--- config.mk ---
export PLATFORM = sky130hd
export DESIGN_NAME = dish_wash_ctrl_param
export DESIGN_NICKNAME = d
export VERILOG_FILES = /design/src/rtl/dish_wash_pkg.sv /design/src/rtl/dish_wash_ctrl_param_phase_timer.sv /design/src/rtl/dish_wash_ctrl_param.sv
export SDC_FILE = /design/constraint.sdc
export NUM_CORES = 1
export LEC_CHECK = 0
export ABC_AREA = 0
export BUFFER_PORTS_ARGS = -buffer_cell sky130_fd_sc_hd__buf_4
export CAP_MARGIN = 20
export CORE_AREA = 2 2 71 86
export DETAILED_ROUTE_END_ITERATION = 10
export DIE_AREA = 0 0 73 88
export PLACE_DENSITY = 0.46
export SYNTH_ARGS = -nofsm -noshare
export SYNTH_HDL_FRONTEND = slang
export SYNTH_SLANG_ARGS = --single-unit
--- constraint.sdc ---
create_clock -name clk -period 2.57 [get_ports clk]
set_input_delay 0.3855 -clock clk [delete_from_list [all_inputs] [get_ports clk]]
set_output_delay 0.3855 -clock clk [all_outputs]
set_load 0.02 [all_outputs]
--- src/rtl/dish_wash_pkg.sv ---
// rtl/dish_wash_pkg.sv - shared state and fault-code encodings for the dishwasher controller
// Purpose : state encoding (12 states, 4 bits) and fault_code constants used by
//           dish_wash_ctrl_param and its testbench.
// Ports   : none (package).
package dish_wash_pkg;

  localparam logic [3:0] ST_IDLE        = 4'd0;
  localparam logic [3:0] ST_LOCK        = 4'd1;
  localparam logic [3:0] ST_FILL_SOAP   = 4'd2;
  localparam logic [3:0] ST_ADD_SOAP    = 4'd3;
  localparam logic [3:0] ST_SOAP_WASH   = 4'd4;
  localparam logic [3:0] ST_DRAIN_SOAP  = 4'd5;
  localparam logic [3:0] ST_FILL_RINSE  = 4'd6;
  localparam logic [3:0] ST_RINSE       = 4'd7;
  localparam logic [3:0] ST_DRAIN_RINSE = 4'd8;
  localparam logic [3:0] ST_DRY         = 4'd9;
  localparam logic [3:0] ST_DONE        = 4'd10;
  localparam logic [3:0] ST_FAULT       = 4'd11;

  typedef enum logic [3:0] {
    S_IDLE        = ST_IDLE,
    S_LOCK        = ST_LOCK,
    S_FILL_SOAP   = ST_FILL_SOAP,
    S_ADD_SOAP    = ST_ADD_SOAP,
    S_SOAP_WASH   = ST_SOAP_WASH,
    S_DRAIN_SOAP  = ST_DRAIN_SOAP,
    S_FILL_RINSE  = ST_FILL_RINSE,
    S_RINSE       = ST_RINSE,
    S_DRAIN_RINSE = ST_DRAIN_RINSE,
    S_DRY         = ST_DRY,
    S_DONE        = ST_DONE,
    S_FAULT       = ST_FAULT
  } state_e;

  localparam logic [1:0] FC_NONE  = 2'd0;
  localparam logic [1:0] FC_FILL  = 2'd1;
  localparam logic [1:0] FC_DRAIN = 2'd2;
  localparam logic [1:0] FC_DOOR  = 2'd3;

endpackage

--- src/rtl/dish_wash_ctrl_param_phase_timer.sv ---
// rtl/dish_wash_ctrl_param_phase_timer.sv - per-phase cycle counter with terminal compare
// Purpose : counts clocks spent in the current FSM phase.
// Ports   : clk, reset (sync, active-high), clr_i (zero the count), en_i (count up),
//           cmp_i (terminal value), hit_o (count == cmp_i).
module phase_timer #(
  parameter int CNT_W = 8
) (
  input  logic             clk,
  input  logic             reset,
  input  logic             clr_i,
  input  logic             en_i,
  input  logic [CNT_W-1:0] cmp_i,
  output logic             hit_o
);

  logic [CNT_W-1:0] cnt_q;

  always_ff @(posedge clk) begin
    if (reset || clr_i) begin
      cnt_q <= '0;
    end else if (en_i) begin
      cnt_q <= cnt_q + 1'b1;
    end
  end

  assign hit_o = (cnt_q == cmp_i);

endmodule

--- src/rtl/dish_wash_ctrl_param.sv ---
// rtl/dish_wash_ctrl_param.sv - parametrised dishwasher sequencing FSM
// Purpose : lock -> fill -> soap -> soap wash -> drain -> N x (fill/rinse/drain) -> dry -> done,
//           with fill/drain watchdogs, door/abort interlock and a latched FAULT state.
// Ports   : clk, reset (sync, active-high); sensors door_close, start, filled, soap_added,
//           drained, abort; actuators door_lock, fill_valve_on, drain_valve_on, motor_on;
//           status soap_wash, water_wash, done, fault, fault_code[1:0], rinse_idx[3:0].
module dish_wash_ctrl_param
  import dish_wash_pkg::*;
#(
  parameter int WASH_CYCLES   = 16,
  parameter int RINSE_COUNT   = 2,
  parameter int DRY_CYCLES    = 32,
  parameter int FILL_TIMEOUT  = 64,
  parameter int DRAIN_TIMEOUT = 64,
  parameter int CNT_W         = 8
) (
  input  logic       clk,
  input  logic       reset,
  input  logic       door_close,
  input  logic       start,
  input  logic       filled,
  input  logic       soap_added,
  input  logic       drained,
  input  logic       abort,
  output logic       door_lock,
  output logic       fill_valve_on,
  output logic       drain_valve_on,
  output logic       motor_on,
  output logic       soap_wash,
  output logic       water_wash,
  output logic       done,
  output logic       fault,
  output logic [1:0] fault_code,
  output logic [3:0] rinse_idx
);

  state_e           state_q, state_d;
  logic [1:0]       fc_q, fc_d;
  logic [3:0]       ri_q, ri_d;
  logic             drain_done_q, drain_done_d;  // FAULT-state tank has emptied
  logic [7:0]       outs_q;
  logic [CNT_W-1:0] cmp;
  logic             timed, hit, in_fill, in_drain, in_run, fill_to, drain_to;

  // {door_lock, fill, drain, motor, soap_wash, water_wash, done, fault}
  function automatic logic [7:0] decode(input state_e s, input logic dd);
    logic [7:0] o;
    o = 8'b0;
    case (s)
      S_LOCK, S_ADD_SOAP:            o = 8'b1000_0000;
      S_FILL_SOAP, S_FILL_RINSE:     o = 8'b1100_0000;
      S_SOAP_WASH:                   o = 8'b1001_1000;
      S_DRAIN_SOAP, S_DRAIN_RINSE:   o = 8'b1010_0000;
      S_RINSE:                       o = 8'b1001_0100;
      S_DRY:                         o = 8'b1001_0000;
      S_DONE:                        o = 8'b0000_0010;
      S_FAULT:                       o = dd ? 8'b0000_0001 : 8'b1010_0001;
      default:                       o = 8'b0;
    endcase
    return o;
  endfunction

  assign in_fill  = (state_q == S_FILL_SOAP)  || (state_q == S_FILL_RINSE);
  assign in_drain = (state_q == S_DRAIN_SOAP) || (state_q == S_DRAIN_RINSE);
  assign in_run   = (state_q != S_IDLE) && (state_q != S_DONE) && (state_q != S_FAULT);
  // Sensor wins over a watchdog expiring in the same cycle.
  assign fill_to  = in_fill  && hit && !filled;
  assign drain_to = in_drain && hit && !drained;

  // One shared timer; the terminal value depends on which phase is active.
  always_comb begin
    cmp   = '0;
    timed = 1'b1;
    case (state_q)
      S_SOAP_WASH, S_RINSE:        cmp = CNT_W'(WASH_CYCLES - 1);
      S_DRY:                       cmp = CNT_W'(DRY_CYCLES - 1);
      S_FILL_SOAP, S_FILL_RINSE:   cmp = CNT_W'(FILL_TIMEOUT - 1);
      S_DRAIN_SOAP, S_DRAIN_RINSE: cmp = CNT_W'(DRAIN_TIMEOUT - 1);
      default:                     timed = 1'b0;
    endcase
  end

  phase_timer #(.CNT_W(CNT_W)) u_timer (
    .clk   (clk),
    .reset (reset),
    .clr_i (state_d != state_q),
    .en_i  (timed),
    .cmp_i (cmp),
    .hit_o (hit)
  );

  always_comb begin
    state_d      = state_q;
    fc_d         = fc_q;
    ri_d         = ri_q;
    drain_done_d = drain_done_q;
    case (state_q)
      S_IDLE:        if (start && door_close) state_d = S_LOCK;
      S_LOCK:        state_d = S_FILL_SOAP;
      S_FILL_SOAP:   if (filled) state_d = S_ADD_SOAP;
      S_ADD_SOAP:    if (soap_added) state_d = S_SOAP_WASH;
      S_SOAP_WASH:   if (hit) state_d = S_DRAIN_SOAP;
      S_DRAIN_SOAP:  if (drained) state_d = S_FILL_RINSE;
      S_FILL_RINSE:  if (filled) state_d = S_RINSE;
      S_RINSE:       if (hit) state_d = S_DRAIN_RINSE;
      S_DRAIN_RINSE: begin
        if (drained) begin
          if (ri_q == 4'(RINSE_COUNT - 1)) begin
            state_d = S_DRY;
          end else begin
            ri_d    = ri_q + 4'd1;
            state_d = S_FILL_RINSE;
          end
        end
      end
      S_DRY:         if (hit) state_d = S_DONE;
      S_DONE: begin
        if (!door_close) begin
          state_d = S_IDLE;
          ri_d    = 4'd0;
        end
      end
      S_FAULT:       if (drained) drain_done_d = 1'b1;
      default:       state_d = S_IDLE;
    endcase

    // Interlock overrides any normal transition; rinse_idx freezes at the faulting pass.
    if (in_run && (abort || !door_close || fill_to || drain_to)) begin
      state_d      = S_FAULT;
      ri_d         = ri_q;
      drain_done_d = 1'b0;
      if (abort || !door_close) fc_d = FC_DOOR;
      else if (fill_to)         fc_d = FC_FILL;
      else                      fc_d = FC_DRAIN;
    end
  end

  always_ff @(posedge clk) begin
    if (reset) begin
      state_q      <= S_IDLE;
      fc_q         <= FC_NONE;
      ri_q         <= 4'd0;
      drain_done_q <= 1'b0;
      outs_q       <= 8'b0;
    end else begin
      state_q      <= state_d;
      fc_q         <= fc_d;
      ri_q         <= ri_d;
      drain_done_q <= drain_done_d;
      outs_q       <= decode(state_d, drain_done_d);
    end
  end

  assign {door_lock, fill_valve_on, drain_valve_on, motor_on,
          soap_wash, water_wash, done, fault} = outs_q;
  assign fault_code = fc_q;
  assign rinse_idx  = ri_q;

endmodule

== After elaboration in Yosys (flattened, before gate mapping) ==
Index checks and enable logic that the tools add are counted.
Operators by class
  add/sub/neg operators: 2
  equal/unequal tests: 30
  muxes and demuxes: 26
  bitwise logic cells: 1
  reduce and logical (&&, ||, !) cells: 27
Operator list (number)
  case mux 8 bit (8 select lines): 1
  two-way mux 4 bit: 15
  case mux 4 bit (12 select lines): 1
  equality test 4 x 3 -> 1 bit (second input constant): 8
  equality test 4 bit (second input constant): 8
  case mux 6 bit (3 select lines): 1
  equality test 4 x 2 -> 1 bit (second input constant): 4
  equality test 4 x 1 -> 1 bit (second input constant): 3
  adder 8 x 1 -> 8 bit (second input constant): 1
  equality test 8 x 6 -> 1 bit: 1
  logical AND 1 bit: 8
  two-way mux 8 bit: 1
  inequality test 4 bit (second input constant): 2
  case mux 4 bit (2 select lines): 1
  OR reduction 2 bit: 4
  OR reduction 7 bit: 1
  logical OR 1 bit: 6
  inequality test 2 bit (second input constant): 3
  AND reduction 5 bit: 1
  adder 4 x 1 -> 4 bit (second input constant): 1
  logical NOT 4 bit: 1
  two-way mux 1 bit: 4
  two-way mux 2 bit: 2
  inequality test 4 bit: 1
  5 further kinds: 7
Storage, ports and cells
  bits in registers: 27
  input port bits: 8
  output and inout port bits: 14
  word-level logic and storage cells: 92

== Logic depth before layout (Yosys ltp) ==
Gate-level depths: netlist of the first run.
  word-level depth: 13
  depth in mapped cells: 11
  depth with buffers taken out: 10

== Hierarchy ==
From an unflattened synthesis of the first run, not the netlist that was laid out.
Second synthesis, totals
  cell total of the unflattened synthesis: 210
  area total of the unflattened synthesis: 1843.0 sq um
By module, submodules not included
  dish_wash_ctrl_param: instances 1, cells an instance 160, area an instance 1410.1 sq um, sequential area each 380.4 sq um
  phase_timer: instances 1, cells an instance 50, area an instance 432.9 sq um, sequential area each 160.2 sq um

== Worst setup path after synthesis of the first run ==
OpenSTA, ideal clock, no wires.
  path kind: register -> register
  start point: register ri_q[0], in the netlist rinse_idx[0]
  end point: register u_timer.cnt_q[0]
  library setup time: 0.130 ns
  arrival time: 2.260 ns
  required time: 2.440 ns
  setup slack: 0.181 ns
  stages on the path, launching flop included: 10
  path buffers: 0
  period minus slack after synthesis: 2.389 ns
  path through: dfxtp_1 > ha_1 > nor3b_1 > nor3_1 > o21ai_0 > o21ai_0 > a311o_2 > a21oi_2 > a2bb2oi_2 > nor3_1
On the way
  cells in the longest elaborated chain, start to end: 7
RTL lines
  start, declared: RTL line dish_wash_ctrl_param.sv:39  | logic [3:0] ri_q, ri_d;
  start signal, assigned: RTL line dish_wash_ctrl_param.sv:148  | ri_q <= ri_d;
  equality test 4 x 1 -> 1 bit: RTL line dish_wash_ctrl_param.sv:108  | if (ri_q == 4'(RINSE_COUNT - 1)) begin
  two-way mux 4 bit: RTL line dish_wash_ctrl_param.sv:108
  two-way mux 4 bit: RTL line dish_wash_ctrl_param.sv:107  | if (drained) begin
  case mux 4 bit (12 select lines): RTL line dish_wash_ctrl_param.sv:97  | case (state_q)
  two-way mux 4 bit: RTL line dish_wash_ctrl_param.sv:128  | if (in_run && (abort || !door_close || fill_to || drain_to)) begin
  inequality test 4 bit: RTL line dish_wash_ctrl_param.sv:86  | .clr_i (state_d != state_q),
  logical OR 1 bit: RTL line dish_wash_ctrl_param_phase_timer.sv:19  | if (reset || clr_i) begin
  end signal, assigned: RTL line dish_wash_ctrl_param_phase_timer.sv:22  | cnt_q <= cnt_q + 1'b1;
  end, declared: RTL line dish_wash_ctrl_param_phase_timer.sv:16  | logic [CNT_W-1:0] cnt_q;
No other way between the ends.
A chain may end at the register's enable or synchronous reset.

== Final worst setup path of the first run ==
  start point: register u_timer.cnt_q[6]
  end point: register u_timer.cnt_q[7]
On the way
  cells in the longest elaborated chain, start to end: 9
  elaborated cells between the ends (all ways): 16
  classes of those cells: add/sub (1); eq/ne (2); mux (5); reduce/logical (8)
RTL lines
  branches (longest 9 deep; another with case mux 4 bit (12 select lines))
Several ways; the timed one is not identified.

==> results.txt, run 1 <==
The overall via count from detail_route came out at 1800. The die area is 6420 µm². The die is 73 µm wide. The portion of total power attributed to the clock network is 8.9%. The via count normalized by instance count is 5.36. The biggest area consumer among synthesized cells is sky130_fd_sc_hd__dfxtp_1. The net count of the finished layout is 284. The number of warning messages in the yosys log is 0. The number of global-route vias before repair is 1679. The post-CTS clock slew at the launch and capture registers of the worst setup and hold paths is 0.10 ns. In the synthesized netlist, mux cells make up 0.576% of the area. The latest clock arrival within the worst-skew pair is 0.28 ns. In the finished design, the share of the clock period the worst path needs comes to 94.2%. The power share of the sequential group came out at 20.4%. Dividing total power by cell area gives a power density of 1260 nW/µm². The max-cap violation count is 0. Ranked by total cell area, the synthesized netlist is headed by sky130_fd_sc_hd__dfxtp_1, sky130_fd_sc_hd__a21oi_1, sky130_fd_sc_hd__nor3_1. The filler cell count is 607. The worst setup path is launched from a register. The number of antenna violations at the first check in global routing is 0.

The maximum number of buffers from clock root to sink came out at 2. The critical path is of the register to register type. The worst setup path is captured at a register. The run finished with clean final reports. The H-tree level count came out at 1.

The overflow left after global routing came out at 0. Detailed placement ended at an HPWL of 3900 µm. The number of hold-slack violations in the final timing report is 0. Port buffering added 21 buffers. The number of buffers inserted by hold repair at cts is 0. The maximum vdd drop is 0.347 mV. The path category of the worst min-delay check is input port to register. TritonCTS built the clock tree. The combinational family with the most area after synthesis is simple AND/OR/NAND/NOR gates.

The fmax is 413 MHz. The clock tree skew after final layout is 0.00797 ns. The max-slew violation count came out at 0. The post-synth design cell area is 1740 µm².

The total number of placement rows is 30. The tree is rooted in a sky130_fd_sc_hd__clkbuf_8. The worst hold path was traced through 2 stages. The post-synthesis share of cell area spent on full adders, half adders and majority gates is 2.16%.

The detailed router's first-iteration violation count is 77. The wire length of the first global-routing pass came out at 8310 µm. The antenna diode count came out at 0. The area fraction in compound gates after synthesis is 27.3%. The routed length per instance came out at 15.0 µm. In this run the register-to-register setup slack is 0.15 ns. The fraction of synthesized cell area in xor and xnor cells came out at 5.04%. The number of search-and-repair iterations in the first detailed-routing pass came out at 4.

The internal power summed over all cells is 1.48 mW. The residual antenna-violating net count after detailed routing is 0. Counting cells, the worst reg-to-reg path comes to 10. In this run the critical register-to-register path is captured at u_timer.cnt_q[7]. The count of state elements after synthesis came out at 27. The worst register-to-register path begins at u_timer.cnt_q[6]. The worst-case setup slack after placement came out at -0.0107 ns. Along the worst path, the maximum fanout reaches 8. The post-synthesis async set-or-reset flop share came out at 0%. For hold timing, the worst endpoint is rinse_idx[3].

The region available for standard cell placement spans 5590 µm². In the synthesized netlist the dominant register cell turns out to be sky130_fd_sc_hd__dfxtp_1. The data required time of the worst path came out at 2.77 ns. The final worst hold slack came out at 0.381 ns. The number of clock sinks came out at 27. The simple-gate portion of the synthesized area came out at 27.8%. The initial standard-cell utilization of the core came out at 31.1%. The synthesized area per cell came out at 7.76 µm².

Synthesis instantiated 58 different standard cells from the library. The final wirelength came out at 5040 µm. The switching power of the nets came out at 1.35 mW. The layout overhead on the synthesized area came out at 29.3%. The switching fraction of total power is 47.7%. Headroom to the max-slew limit came out at 69.7%. The last weighted congestion value of the routability-driven placer is 0.847. The net count of the mapped netlist is 235.

The synthesized design contains 0 enable-type register cells. Setup slack closes at 0.149 ns. The share of power burned in combinational logic is 70.7%.

During I/O placement, the number of pins put on the boundary was 22. The total routing resource utilization after global routing came out at 16.6%. The number of DRC violations after detailed routing came out at 0. The leakage power of the design is 0.879 nW. The cell count after synthesis came out at 224. The fraction of post-synthesis cell area in the top cell type by area came out at 31.1%. The pin count of the biggest net entering global routing came out at 18. The startpoint of the lowest-slack hold path is reset. The number of buffers created by CTS is 3. Post-CTS timing repair inserted 0 buffers for setup. The die outline height came out at 88 µm.

Setup repair after global routing could not meet its margin everywhere. The endpoint arrival time on the critical path came out at 2.62 ns. Subtracting the final worst setup slack from the clock period gives 2.42 ns. The number of endpoints failing setup at the final stage came out at 0. At the pin with the least slew margin, the transition time is 0.450 ns. The proportion of layout cells with a drive suffix above 1 came out at 27.9%. Sequential cells were found to cover 31.1% of the synthesized design area.
==> flip-flops by register name (all words and copies together) (netlist names) <==
name	flops
u_timer.cnt_q	8
rinse_idx	4
outs_q	8
state_q	4
drain_done_q	1
fault_code	2
==> how the worst max path moves through the flow <==
stage,slack (ns),end,cells after the start,start
2_1_floorplan,0.18,u_timer.cnt_q[0],9,rinse_idx[0]
3_3_place_gp,-0.08,outs_q[5],9,u_timer.cnt_q[0]
3_5_place_dp,-0.01,outs_q[5],9,u_timer.cnt_q[0]
4_1_cts,0.02,u_timer.cnt_q[0],8,u_timer.cnt_q[0]
5_1_grt,-0.03,u_timer.cnt_q[0],8,u_timer.cnt_q[6]
6_report,0.15,u_timer.cnt_q[7],10,u_timer.cnt_q[6]
==> power by group through the flow <==
stage / registers, mW / clock network [mW] / logic [mW]
after CTS: 0.578 / 0.263 / 1.95
after global placement: 0.587 / 0 / 1.95
after global routing: 0.591 / 0.277 / 2.19
final: 0.578 / 0.253 / 2.00
after floorplan: 0.613 / 0 / 1.19
after detailed placement: 0.587 / 0 / 1.93
==> stage by stage <==
step	util, %	area (µm²)	total power [mW]	cells	TNS [ns]
detailed placement	38.7	2170	2.52	332	-0.0191
finish	40.2	2250	2.83	336	0
global route	40.2	2250	3.06	336	-0.169
floorplan	-	1740	1.81	224	0
global placement	38.7	2170	2.54	332	-0.154
CTS	39.8	2220	2.79	336	0
==> synthesized netlist by cell type, types with 2 or more instances <==
cell type	count
sky130_fd_sc_hd__nand2_1	24
sky130_fd_sc_hd__xor2_1	3
sky130_fd_sc_hd__or4_1	2
sky130_fd_sc_hd__nor2_1	21
sky130_fd_sc_hd__a41oi_1	2
sky130_fd_sc_hd__xnor2_1	7
sky130_fd_sc_hd__nand3_1	3
sky130_fd_sc_hd__o21ai_0	12
sky130_fd_sc_hd__a21boi_0	2
sky130_fd_sc_hd__buf_4	3
sky130_fd_sc_hd__o22ai_1	4
sky130_fd_sc_hd__nand2b_1	4
sky130_fd_sc_hd__a21oi_1	21
sky130_fd_sc_hd__and3_1	2
sky130_fd_sc_hd__buf_2	3
sky130_fd_sc_hd__dfxtp_1	27
sky130_fd_sc_hd__nand4_1	2
sky130_fd_sc_hd__or3_1	2
sky130_fd_sc_hd__inv_1	9
sky130_fd_sc_hd__a31oi_1	2
sky130_fd_sc_hd__nor4_1	4
sky130_fd_sc_hd__nor3_1	20
sky130_fd_sc_hd__nor2b_1	5
sky130_fd_sc_hd__ha_1	3
sky130_fd_sc_hd__o211ai_1	2
sky130_fd_sc_hd__clkbuf_1	3
==> repair_timing <==
action,CTS,global route
gates resized for setup,2,7
pin swaps,0,1
cloned,0,0
endpoints found under the setup margin,10,21
hold endpoints to repair,0,0
==> critical path, stage by stage, from the launching register on <==
cell and delay (ns):
sky130_fd_sc_hd__dfxtp_1 0.35, sky130_fd_sc_hd__or4_1 0.52, sky130_fd_sc_hd__nor3_1 0.16, sky130_fd_sc_hd__and3_1 0.22
sky130_fd_sc_hd__o21a_2 0.23, sky130_fd_sc_hd__buf_4 0.17, sky130_fd_sc_hd__a211oi_2 0.08, sky130_fd_sc_hd__xor2_1 0.16
sky130_fd_sc_hd__o211ai_2 0.11, sky130_fd_sc_hd__buf_4 0.17, sky130_fd_sc_hd__nor3_1 0.16
==> kinds of logic (layout without fill, tap and decap cells) <==
logic type	count (synthesis)	after routing
compound gates	65	65
xor+xnor	10	10
fa+ha+maj	3	3
buf+inv	22	70
flops	27	27
mux	1	1
simple gates	96	96
==> per-layer routing <==
| layer | vias to the layer above | wire length (µm) | track usage [%] |
|---|---|---|---|
| li1 | 912 | - | - |
| met1 | 856 | 2420 | 22.9 |
| met2 | 28 | 2400 | 26.4 |
| met3 | 4 | 169 | 2.42 |
| met4 | 0 | 55 | 5.56 |
| met5 | - | 0 | 0 |
==> area by class of cell <==
class	count	area, µm²	share of cell area (%)
Clock inverter	1	7.51	0.334
Inverter	11	41.3	1.84
Tap cell	64	80.1	3.56
Sequential cell	27	543	24.2
Multi-Input combinational cell	175	1120	49.9
Clock buffer	3	41.3	1.84
Timing Repair Buffer	55	413	18.4
==> layout by cell type (no fill, tap or decap), types with 4 or more instances in the layout <==
cell type	synthesis	final
sky130_fd_sc_hd__nor3_1	20	20
sky130_fd_sc_hd__inv_1	9	9
sky130_fd_sc_hd__a21oi_1	21	20
sky130_fd_sc_hd__dfxtp_1	27	25
sky130_fd_sc_hd__buf_4	3	55
sky130_fd_sc_hd__nor2b_1	5	5
sky130_fd_sc_hd__nand2_1	24	24
sky130_fd_sc_hd__nor2_1	21	21
sky130_fd_sc_hd__xnor2_1	7	7
sky130_fd_sc_hd__nand2b_1	4	4
sky130_fd_sc_hd__o21ai_0	12	11
(Power assumes the default switching activity.)
==> run 2: changes to the inputs <==
CORE_AREA = 2 2 74 83   (was 2 2 71 86)
DIE_AREA = 0 0 76 85   (was 0 0 73 88)
==> results.txt, run 2 (synthesized netlist as in run 1, its figures left out) <==
The final design area excluding fillers was 2330 µm² (+3.8%). The worst-case setup margin in the final layout is 0.156 ns (+0.00651 ns). The post-placement cell count was 351 (+5.7%). The wire length of the first global-routing pass is 8290 µm (-0.17%).

The max-slew violation count was 0 (unchanged). The top cell types in the final layout, fill and taps aside, are sky130_fd_sc_hd__buf_4, sky130_fd_sc_hd__nand2_1, sky130_fd_sc_hd__dfxtp_1. The normalized max-slew margin came to 70.8% (+1.1 points). CTS placed an instance of sky130_fd_sc_hd__clkbuf_8 at the clock tree root.

The core area was 5620 µm² (+0.56%). The maximum number of buffers from clock root to sink came out at 2 (unchanged). The power density over the cells was 1270 nW/µm² (+0.81%).

The horizontal die dimension is 76 µm (+4.1%). The max-cap violation count came out at 0 (unchanged). The overflow left after global routing was 0 (unchanged).

The final wirelength came out at 4920 µm (-2.3%). The final net count came to 290 (+2.1%). The post-CTS clock slew at the launch and capture registers of the worst setup and hold paths was 0.10 ns (about the same). The sum of negative setup slack was 0 ns (unchanged). The final cycle utilization of the critical path came out at 93.9% (-0.25 points). The pin count of the biggest net entering global routing is 18 (unchanged). The critical path start-end classification is register to register. The standard cell area after detailed placement is 2230 µm² (+2.8%). The number of buffer cells added on primary ports is 21 (unchanged). The peak fanout along the critical path is 8 (unchanged).

The run finished with clean final reports. The number of DRC violations after detailed routing came out at 0 (unchanged). TritonCTS built the clock tree.

The leakage power of the design is 0.915 nW (+4.0%). The final HPWL from detailed placement is 3850 µm (-1.5%). The die outline height is 85 µm (-3.4%). The final worst hold slack was 0.386 ns (+0.00535 ns). The latest clock arrival within the worst-skew pair came out at 0.27 ns (about the same). The total number of placement rows came out at 29 (-3.3%). The data required time of the worst path came out at 2.77 ns (about the same). The overall via count from detail_route came out at 1831 (+1.7%). The minimum clock period after layout is 2.41 ns (-0.00651 ns). Setup repair after global routing left no endpoint under its margin. The antenna diode count came to 0 (unchanged). The number of clock sinks came out at 27 (unchanged). The number of buffers created by CTS came out at 3 (unchanged). The initial standard-cell utilization of the core was 30.9% (-0.17 points). The detailed router's first-iteration violation count is 151 (+96%). The die area came out at 6460 µm² (+0.56%). The pin slew with the least headroom to its limit came to 0.437 ns (-0.0134 ns). The maximum vdd drop is 0.420 mV (+21%). The fmax came out at 414 MHz (+0.27%). The overall power is 2.97 mW (+4.6%). The number of global-route vias before repair came out at 1685 (+0.36%). The number of endpoints failing setup at the final stage came out at 0 (unchanged). The number of search-and-repair iterations in the first detailed-routing pass came out at 4 (unchanged). STA classifies the critical path endpoint as a register. STA classifies the critical path startpoint as a register. The total routing resource utilization after global routing came out at 15.7% (-0.95 points). The final cell utilization of the core is 41.5% (+1.3 points).

The min-delay analysis places its worst path in the category input port to register. The worst-case setup slack after placement came to -0.0783 ns (-0.0676 ns). The number of top-level pins is 22 (unchanged).

The filler cell count is 580 (-4.4%). The clock tree skew after final layout is 0.00942 ns (+0.00145 ns). The residual antenna-violating net count after detailed routing is 0 (unchanged). The non-filler instance count after layout came to 355 (+5.7%). The last weighted congestion value of the routability-driven placer is 0.847 (+0.11%). The minimum setup slack among reg-to-reg paths is 0.16 ns (about the same). The routed length per instance is 13.9 µm (-7.5%).

In the final layout, the registers with the most flip-flops are outs_q x8, u_timer.cnt_q x8. The proportion of layout cells with a drive suffix above 1 came out at 31.3% (+3.4 points). From synthesis to final layout, the design area changed by 34.2%. The via count normalized by instance count came out at 5.16 (-3.7%). The library cell used most frequently in the layout, excluding fill and tap cells, is sky130_fd_sc_hd__buf_4.

The number of antenna violations at the first check in global routing came to 0 (unchanged). The number of hold-slack violations in the final timing report came out at 0 (unchanged). The endpoint arrival time on the critical path is 2.61 ns (about the same). The H-tree level count was 1 (unchanged).
run 2: cell types whose count changed in the layout (fill, tap and decap cells not counted), sizes merged:
cell	delta
buf	+6
run 2: area by class of cell:
type | instances | area [µm²] | share of cell area [%]
multi-input cells | 175 | 1140 | 49.0
flip-flops and latches | 27 | 544 | 23.3
repair buffers | 61 | 458 | 19.6
well taps | 77 | 96.3 | 4.13
clock buffers | 3 | 41.3 | 1.77
inverters | 11 | 41.3 | 1.77
clock inverters | 1 | 7.51 | 0.322
run 2: power breakdown:
group          internal (mW)  switching, mW
combinational          0.955           1.18
clock                  0.110          0.134
sequential             0.507         0.0779
total                   1.57           1.39
run 2: worst max-delay path: stages (launching register included):
cell                       delay, ns
sky130_fd_sc_hd__dfxtp_1        0.38
sky130_fd_sc_hd__nand2b_1       0.20
sky130_fd_sc_hd__a21o_1         0.22
sky130_fd_sc_hd__and3_2         0.24
sky130_fd_sc_hd__o21a_4         0.27
sky130_fd_sc_hd__buf_4          0.16
sky130_fd_sc_hd__a211oi_4       0.26
sky130_fd_sc_hd__xor2_1         0.20
sky130_fd_sc_hd__o211ai_2       0.10
sky130_fd_sc_hd__buf_4          0.17
sky130_fd_sc_hd__nor3_1         0.16
run 2: path summary, 6_finish.rpt:
check / end / start / cells after the start
worst min register to register: drain_done_q / drain_done_q / 2
worst min-delay path: rinse_idx[3] / reset / 2
worst max register to register: u_timer.cnt_q[4] / state_q[0] / 10
worst max-delay path: u_timer.cnt_q[4] / state_q[0] / 10
run 2: what timing repair did:
item                       in CTS  in global routing
setup endpoints to repair      11                 17
gates resized for setup         4                 15
hold buffers                    0                  0
setup buffers                   0                  0
pin swaps                       2                  2
run 2: per-layer routing:
layer / GRT usage (%) / share of wire [%]
met1: 21.4 / 49
met2: 25.6 / 46
met3: 2.55 / 3.9
met4: 4.96 / 1.9
met5: 0 / 0
==> run 3: changes to the inputs <==
CORE_AREA = 2 2 76 85   (was 2 2 74 83)
DIE_AREA = 0 0 78 87   (was 0 0 76 85)
PLACE_DENSITY = 0.44   (was 0.46)
==> results.txt, run 3 (synthesized netlist as in run 1, its figures left out) <==
The path category of the worst min-delay check is input port to register. The number of hold-slack violations in the final timing report is 0 (unchanged). The type of origin of the critical path is a register.

The total routing resource utilization after global routing is 15.9% (+0.23 points). The normalized max-slew margin is 71.0% (+0.19 points). The final net count is 297 (+2.4%). The area used by sequential logic in the layout came out at 546 µm² (+0.23%). The overall via count from detail_route came to 1844 (+0.71%). STA classifies the critical path endpoint as a register. The latest clock arrival within the worst-skew pair is 0.28 ns (about the same). The antenna diode count came out at 0 (unchanged). The flow ran to the end, and the final reports show no timing, DRC or antenna violations.

The pin slew with the least headroom to its limit was 0.434 ns (-0.00280 ns). The proportion of layout cells with a drive suffix above 1 is 32.6% (+1.3 points). The detailed router's first-iteration violation count came out at 97 (-36%). The source of the worst register-to-register timing path is u_timer.cnt_q[6].

The worst-case setup margin in the final layout is 0.193 ns (+0.0375 ns). The cell sitting at the root of the clock tree is a sky130_fd_sc_hd__clkbuf_8. The switching power of the nets is 1.40 mW (+0.63%). The number of endpoints failing setup at the final stage is 0 (unchanged).

The switching fraction of total power came to 46.4% (-0.63 points). Tracing the worst setup path back leads to its startpoint at u_timer.cnt_q[6]. The power share of the sequential group came to 19.4% (-0.3 points).

The number of global-route vias before repair came to 1756 (+4.2%). The wire length of the first global-routing pass is 8680 µm (+4.7%). The overall power came to 3.03 mW (+2.0%). The leakage power of the design came to 0.950 nW (+3.9%). The total number of placement rows came to 30 (+3.4%). The data required time of the worst path is 2.77 ns (about the same). The horizontal die dimension is 78 µm (+2.6%). The filler cell count is 632 (+9.0%). The number of search-and-repair iterations in the first detailed-routing pass is 4 (unchanged). The commonest non-fill, non-tap cell in the layout is sky130_fd_sc_hd__buf_4. The clock tree skew after final layout came out at 0.00540 ns (-0.00402 ns).

In the final layout, the registers with the most flip-flops are outs_q x8, u_timer.cnt_q x8. The die area came out at 6790 µm² (+5.0%). The fmax is 421 MHz (+1.6%). The minimum clock period after layout came out at 2.38 ns (-0.0375 ns). The via count normalized by instance count was 5.05 (-2.0%). The final design area excluding fillers came out at 2390 µm² (+2.4%). The cell depth of the worst min-delay path is 2 (unchanged). The number of clock sinks came to 27 (unchanged). The pin count of the biggest net entering global routing came out at 18 (unchanged). The post-CTS clock slew at the launch and capture registers of the worst setup and hold paths came out at 0.10 ns (about the same). The cell depth of the worst flop-to-flop path was 9 (-1). The number of buffer cells added on primary ports came to 21 (unchanged). The setup path with the least slack is of type register to register.

Leaving out fill and tap cells, the most frequent cells in the layout are sky130_fd_sc_hd__buf_4, sky130_fd_sc_hd__nand2_1, sky130_fd_sc_hd__dfxtp_1. The worst-case setup slack after placement is -0.0287 ns (+0.0496 ns). The maximum vdd drop is 0.380 mV (-9.7%). The residual antenna-violating net count after detailed routing is 0 (unchanged). The endpoint arrival time on the critical path is 2.58 ns (-0.03 ns). In this run the worst setup path terminates at u_timer.cnt_q[4].

Setup repair after global routing left no endpoint under its margin. The final wirelength came out at 5130 µm (+4.1%). The share of power burned in combinational logic is 72.3% (+0.2 points).

The initial standard-cell utilization of the core was 28.9% (-2.0 points). The routed length per instance is 14.0 µm (+1.3%). TritonCTS built the clock tree. The standard cell area after detailed placement is 2280 µm² (+2.2%). The final cycle utilization of the critical path was 92.5% (-1.5 points). The area taken by multi-input logic gates was 1140 µm² (-0.11%). The maximum number of buffers from clock root to sink is 2 (unchanged). The core area came out at 6010 µm² (+6.8%). The die outline height came out at 87 µm (+2.4%). The H-tree level count came to 1 (unchanged). The number of antenna violations at the first check in global routing was 0 (unchanged). The number of DRC violations after detailed routing came out at 0 (unchanged). The layout overhead on the synthesized area came out at 37.4%.

The sum of negative setup slack came to 0 ns (unchanged). The overflow left after global routing came out at 0 (unchanged). The max-slew violation count is 0 (unchanged). The number of top-level pins is 22 (unchanged).

The internal power summed over all cells was 1.62 mW (+3.2%). The minimum setup slack among reg-to-reg paths was 0.19 ns (+0.04 ns). The power density over the cells is 1270 nW/µm² (-0.40%).

The max-cap violation count was 0 (unchanged). The number of buffers inserted by hold repair at cts was 0 (unchanged). The peak fanout along the critical path came out at 8 (unchanged).

The portion of total power attributed to the clock network came out at 8.3% (about the same). The end of the worst register-to-register path is u_timer.cnt_q[4]. The final HPWL from detailed placement came out at 4040 µm (+5.2%). The number of buffers created by CTS is 3 (unchanged). The last weighted congestion value of the routability-driven placer is 0.889 (+4.9%).
run 3: timing repair:
| item | CTS | global route |
|---|---|---|
| resized for setup | 2 | 16 |
| pin swaps | 0 | 1 |
| hold endpoints to repair | 0 | 0 |
| setup endpoints to repair | 8 | 17 |
| gates cloned | 0 | 0 |
| setup buffers | 0 | 1 |
run 3: worst max-delay path: stages (launching register included):
cell and delay [ns]:
sky130_fd_sc_hd__dfxtp_1 0.35, sky130_fd_sc_hd__or4_1 0.55, sky130_fd_sc_hd__nor3_2 0.13, sky130_fd_sc_hd__and3_4 0.23
sky130_fd_sc_hd__o21ai_2 0.09, sky130_fd_sc_hd__o41ai_4 0.32, sky130_fd_sc_hd__buf_4 0.19, sky130_fd_sc_hd__a21oi_2 0.07
sky130_fd_sc_hd__a2bb2oi_4 0.20, sky130_fd_sc_hd__nor3_1 0.19
run 3: cell type report:
cell class	instances	area share [%]
Clock buffer	3	1.73
Clock inverter	1	0.314
Inverter	11	1.73
Multi-Input combinational cell	175	47.8
Sequential cell	27	22.8
Tap cell	80	4.19
Timing Repair Buffer	68	21.4
run 3: worst min path at each step:
| stage | from | slack [ns] | end |
|---|---|---|---|
| 3_5_place_dp | drain_done_q | 0.48 | drain_done_q |
| 3_3_place_gp | drain_done_q | 0.47 | drain_done_q |
| 2_1_floorplan | drain_done_q | 0.44 | drain_done_q |
| 4_1_cts | reset | 0.38 | rinse_idx[1] |
| 5_1_grt | reset | 0.39 | state_q[0] |
| 6_report | reset | 0.39 | state_q[0] |
run 3: power by group through the flow:
stage / registers [mW] / logic [mW] / clock network, mW
2_1_floorplan: 0.613 / 1.19 / 0
3_3_place_gp: 0.593 / 2.06 / 0
3_5_place_dp: 0.592 / 2.02 / 0
4_1_cts: 0.582 / 2.08 / 0.262
5_1_grt: 0.596 / 2.40 / 0.275
6_report: 0.588 / 2.19 / 0.250
run 3: stage by stage:
| stage | hold WS (ns) | utilization (%) | cells |
|---|---|---|---|
| final | 0.389 | 39.8 | 365 |
| after global routing | 0.388 | 39.8 | 365 |
| after CTS | 0.379 | 38.9 | 364 |
| after detailed placement | 0.479 | 37.9 | 360 |
| after global placement | 0.474 | 37.9 | 360 |
| after floorplan | 0.435 | - | 224 |
run 3: routing by layer:
| layer | up-vias | routed length (µm) | global-route usage (%) |
|---|---|---|---|
| li1 | 940 | - | - |
| met1 | 854 | 2580 | 23.0 |
| met2 | 40 | 2240 | 24.1 |
| met3 | 10 | 185 | 2.28 |
| met4 | 0 | 118 | 5.74 |
| met5 | - | 0 | 0 |
